`src/rtl/or1200_cpu_mem_bfm_pkg.sv`:
```
// Shared definitions for the OR1200 CPU memory responder.
// Holds the per-port FSM encoding, the wait-counter width and the default error window.
// No logic lives here, so it adds no latency and has no backpressure of its own.
package or1200_cpu_mem_bfm_pkg;

    // Per-port access state.
    typedef enum logic [1:0] {
        ST_IDLE = 2'd0,
        ST_WAIT = 2'd1,
        ST_RESP = 2'd2
    } port_state_e;

    // The wait counter holds WAIT-1, and WAIT is in 0..15.
    localparam int unsigned CNT_W = 4;

    // Default bus-error window: the top 4 KiB page of the address space.
    localparam logic [31:0] DEF_ERR_BASE = 32'hFFFF_F000;
    localparam logic [31:0] DEF_ERR_MASK = 32'hFFFF_F000;

endpackage

```
`src/rtl/or1200_cpu_mem_port_fsm.sv`:
```
// Per-port access timer: IDLE -> (WAIT x N) -> RESP, with a one-cycle ack or err.
// Latency: the response is high in cycle WAIT+1 after cycstb is first sampled high.
// Backpressure: none. Dropping cycstb during WAIT aborts the access, and o_resp_fire never asserts.
//
// Ports:
//   clk, rst     : clock and synchronous active-high reset
//   i_cycstb     : bus request from the CPU port
//   i_addr_err   : current address is in the error window or out of range
//   o_resp_ack   : registered ack, high during RESP when the access was good
//   o_resp_err   : registered err, high during RESP when the access was bad
//   o_resp_fire  : commit strobe on the edge that enters RESP. The top captures read data and
//                  performs the write on this edge, so the data is valid together with ack.
module or1200_cpu_mem_port_fsm
    import or1200_cpu_mem_bfm_pkg::*;
#(
    parameter int unsigned WAIT = 1
) (
    input  logic clk,
    input  logic rst,
    input  logic i_cycstb,
    input  logic i_addr_err,
    output logic o_resp_ack,
    output logic o_resp_err,
    output logic o_resp_fire
);

    localparam logic [CNT_W-1:0] LP_CNT_LOAD = (WAIT == 0) ? '0 : CNT_W'(WAIT - 1);

    port_state_e      r_state;
    port_state_e      w_state_nxt;
    logic [CNT_W-1:0] r_cnt;
    logic [CNT_W-1:0] w_cnt_nxt;
    logic             r_err;
    logic             w_err_nxt;
    logic             w_fire;

    always_ff @(posedge clk) begin
        if (rst) begin
            r_state <= ST_IDLE;
            r_cnt   <= '0;
            r_err   <= 1'b0;
        end else begin
            r_state <= w_state_nxt;
            r_cnt   <= w_cnt_nxt;
            r_err   <= w_err_nxt;
        end
    end

    always_comb begin
        w_state_nxt = r_state;
        w_cnt_nxt   = r_cnt;
        w_err_nxt   = r_err;
        w_fire      = 1'b0;
        case (r_state)
            ST_IDLE: begin
                if (i_cycstb) begin
                    if (WAIT == 0) begin
                        w_state_nxt = ST_RESP;
                        w_err_nxt   = i_addr_err;
                        w_fire      = 1'b1;
                    end else begin
                        w_state_nxt = ST_WAIT;
                        w_cnt_nxt   = LP_CNT_LOAD;
                    end
                end
            end
            ST_WAIT: begin
                if (!i_cycstb) begin
                    // The master gave up, so go back to IDLE silently.
                    w_state_nxt = ST_IDLE;
                    w_cnt_nxt   = '0;
                end else if (r_cnt == '0) begin
                    w_state_nxt = ST_RESP;
                    w_err_nxt   = i_addr_err;
                    w_fire      = 1'b1;
                end else begin
                    w_cnt_nxt = r_cnt - CNT_W'(1);
                end
            end
            ST_RESP: begin
                w_state_nxt = ST_IDLE;
            end
            default: begin
                w_state_nxt = ST_IDLE;
            end
        endcase
    end

    // A reset in the commit cycle must also cancel the write and the data capture.
    assign o_resp_fire = w_fire && !rst;
    assign o_resp_ack  = (r_state == ST_RESP) && !r_err;
    assign o_resp_err  = (r_state == ST_RESP) &&  r_err;

endmodule

```
`config.mk`:
```
export PLATFORM = sky130hd
export DESIGN_NAME = or1200_cpu_mem_port_fsm
export DESIGN_NICKNAME = d
export VERILOG_FILES = /design/src/rtl/or1200_cpu_mem_bfm_pkg.sv /design/src/rtl/or1200_cpu_mem_port_fsm.sv
export SDC_FILE = /design/constraint.sdc
export NUM_CORES = 1
export LEC_CHECK = 0
export CAP_MARGIN = 25
export CORE_AREA = 2 2 39 41
export CTS_CLUSTER_SIZE = 16
export DETAILED_ROUTE_END_ITERATION = 10
export DIE_AREA = 0 0 41 43
export SETUP_SLACK_MARGIN = 0.15
export SLEW_MARGIN = 0
export SYNTH_ARGS = -nofsm -noshare
export SYNTH_HDL_FRONTEND = slang
export SYNTH_SLANG_ARGS = --single-unit
export TNS_END_PERCENT = 1
```
`constraint.sdc`:
```
create_clock -name clk -period 1.45 [get_ports clk]
set_clock_uncertainty 0.1 [all_clocks]
set_input_delay 0.3625 -clock clk [delete_from_list [all_inputs] [get_ports clk]]
set_output_delay 0.3625 -clock clk [all_outputs]
set_load 0.02 [all_outputs]
```
==> impl_metrics.py, run 1 <==
metrics = {
    "layout": {
        "final_core_util": 0.502,
        "mostFrequentLayoutCells": "buf_4, buf_6, dfxtp_1",
        "nNetsFinal": 78,
        "nFillCells": 132,
        "final_cells": 88,
        "area_growth_pct": 86.2,
        "drive_above_1_share": 0.583,
        "mostFrequentLayoutCell": "buf_4",
        "antenna_cells": 0,
        "stdcell_area_sq_um": 694,
    },
    "yosys": {
        "synth.avg_cell_area_sq_um": 9.32,
        "syn_nets": 45,
        "synth-seq-cells": 7,
        "ys_seq_area_frac": 0.376,
        "synth_cell_types": 26,
        "ys_warn_count": 0,
        "syn_area_sq_um": 373,
        "synthCells": 40,
    },
    "place": {
        "place_inst": 78,
        "post-place-ws_ns": -0.822,
        "io_buffers": 6,
        "placed_area_sq_um": 599,
        "post-dp-hpwl_um": 714,
        "place.gp.congestion": 0.798,
    },
    "global_route": {
        "antenna_found_initial": 0,
        "grt_overflow": 0,
        "grt_max_degree": 7,
        "grt_usage": 0.154,
        "grt_pass1_vias": 429,
        "grt_pass1_wl_mm": 1.76,
    },
    "power": {
        "power.density_nw_per_um2": 727,
        "p_leak_nw": 0.314,
        "irDropWorstVdd_uv": 484,
        "finalPower_mw": 0.505,
    },
    "die": {
        "initial_utilization": 0.269,
        "die_x_um": 41,
        "rows": 14,
        "dieArea_sq_um": 1760,
        "core_area_sq_um": 1380,
        "die_h_um": 43,
        "pin_count": 7,
    },
    "setup_path": {
        "cp_top_family": "flip-flops",
        "worstSetupStartpointType": "flip-flop",
        "path_class": "reg -> out",
        "endpoint_kind": "output pin",
        "cp_cell_sequence": "inv_2 -> ha_4 -> nand4bb_4 -> nor2_4 -> buf_6",
        "cpMaxStageDelayCell": "dfxtp_2",
        "required_ns": 0.99,
        "r2r-start": "r_cnt[1]$_SDFFE_PP0P_",
        "crit_buf_inv": 2,
        "crit_arrival_ns": 1.16,
        "critPathMaxFanout": 2,
        "crit_start": "r_cnt[1]$_SDFFE_PP0P_",
        "slowest_delay_ns": 0.32,
    },
    "clock_network": {
        "numCtsBuffers": 3,
        "ctsLongestPathBuffers": 2,
        "clkLatencyLatePin_ns": 0.26,
        "path_clk_slew_ns": 0.06,
        "cts_tree": "built",
        "numClockSinks": 7,
        "h-tree-depth": 1,
        "clockRootBuffer": "clkbuf_4",
        "cts_hold_buf": 0,
    },
    "timing": {
        "post-route-period-util": 1.12,
        "final-setup-viol-count": 5,
        "hold_violations": 0,
        "relSlewSlack": 0.804,
        "finalSetupTns_ns": -0.306,
        "fin_ws_ns": -0.175,
        "grt_setup_unrepaired": "true",
        "hold-worst-slack_ns": 0.274,
        "final.min_clock_period_ns": 1.62,
        "finalMaxSlewViolations": 0,
        "worst_pin_slew_ns": 0.293,
        "max_freq_ghz": 0.616,
    },
    "detailed_routing": {
        "routed_via_density": 4.76,
        "wirelength_um": 989,
        "num_vias": 419,
        "drtPass1Iterations": 4,
        "postRouteAntennaNets": 0,
        "drtIter0Drc": 5,
        "drc": 0,
        "avgRoutedWirePerCell_um": 11.2,
    },
    "outcome": {
        "violations": "setup timing",
        "status": "finished with violations",
    },
    "flow_run": {
        "cap_violations": 0,
    },
    "worst_hold_path": {
        "hp-class": "in -> reg",
        "min_from": "rst",
    },
}
==> what timing repair did <==
action,4_1_cts,5_1_grt
buffers inserted,4,2
gates resized for setup,25,5
endpoints found under the setup margin,8,9
pin swaps,9,4
==> final cells by class <==
type / count / area [sq um] / area share
flip-flops and latches: 7 / 144 / 0.207
well taps: 16 / 20.0 / 0.0288
clock buffers: 4 / 26.3 / 0.0378
multi-input cells: 30 / 270 / 0.389
repair buffers: 28 / 223 / 0.321
inverters: 3 / 11.3 / 0.0162
==> routing by layer <==
layer,routed length [um],track usage
met4,42,0.127
met1,392,0.179
met5,0,0
met3,29,0.0524
met2,524,0.216
==> cell usage after synthesis <==
master     count  area (sq um)
nor3_1         1          5.00
and2b_1        1          7.51
a21bo_1        1          10.0
a32oi_1        1          8.76
or3_1          1          6.26
nand3b_1       1          7.51
and4bb_1       1          12.5
nand4_1        1          6.26
nand4bb_1      1          11.3
o21bai_1       1          7.51
inv_1          3          11.3
nand4b_1       1          8.76
o22ai_1        1          6.26
and4bb_4       1          16.3
nor2_1         4          15.0
ha_1           1          12.5
nand2_1        1          3.75
dfxtp_1        7           140
nand2b_1       1          6.26
a21oi_1        1          5.00
nor2b_1        1          6.26
nor3b_1        1          7.51
nand3_1        3          15.0
and3b_1        1          8.76
mux2i_1        2          20.0
a22oi_1        1          7.51
==> final timing paths <==
| check | endpoint | slack (ns) | depth (start not counted) |
|---|---|---|---|
| hold reg to reg | r_cnt[1]$_SDFFE_PP0P_ | 0.48 | 3 |
| setup / recovery | o_resp_fire | -0.17 | 5 |
| hold / removal | r_err$_SDFFE_PP0P_ | 0.27 | 3 |
| setup reg to reg | r_cnt[0]$_SDFFE_PP0P_ | -0.02 | 7 |
==> where the power goes <==
part,leakage (nW),internal (mW),switching (mW)
clock network,0.0150,0.105,0.0775
registers,0.0581,0.199,0.00561
logic,0.241,0.0702,0.0465
==> worst register-to-register path, cell delays in order (launching register included) <==
cell	delay, ns
dfxtp_2	0.33
inv_2	0.05
ha_4	0.16
buf_4	0.13
buf_6	0.11
and4bb_4	0.21
a22oi_2	0.18
mux2i_1	0.09
==> kinds of logic after synthesis <==
group                      after synthesis  synth area share
DFF                                      7             0.376
and+or+nand+nor                         21             0.386
muxes                                    2            0.0537
adders and majority gates                1            0.0336
AOI/OAI and AO/OA                        6             0.121
buffers and inverters                    3            0.0302
==> sequential cells by signal, indices dropped and copies added (netlist names) <==
name	flops
r_err	1
r_state	2
r_cnt	4
Power figures use the tool's default switching activity.
==> run 2: changes to the inputs <==
CAP_MARGIN = not set   (was 25)
==> results of run 2 <==
The final DEF is identical to that of run 1; final timing and power are the same.
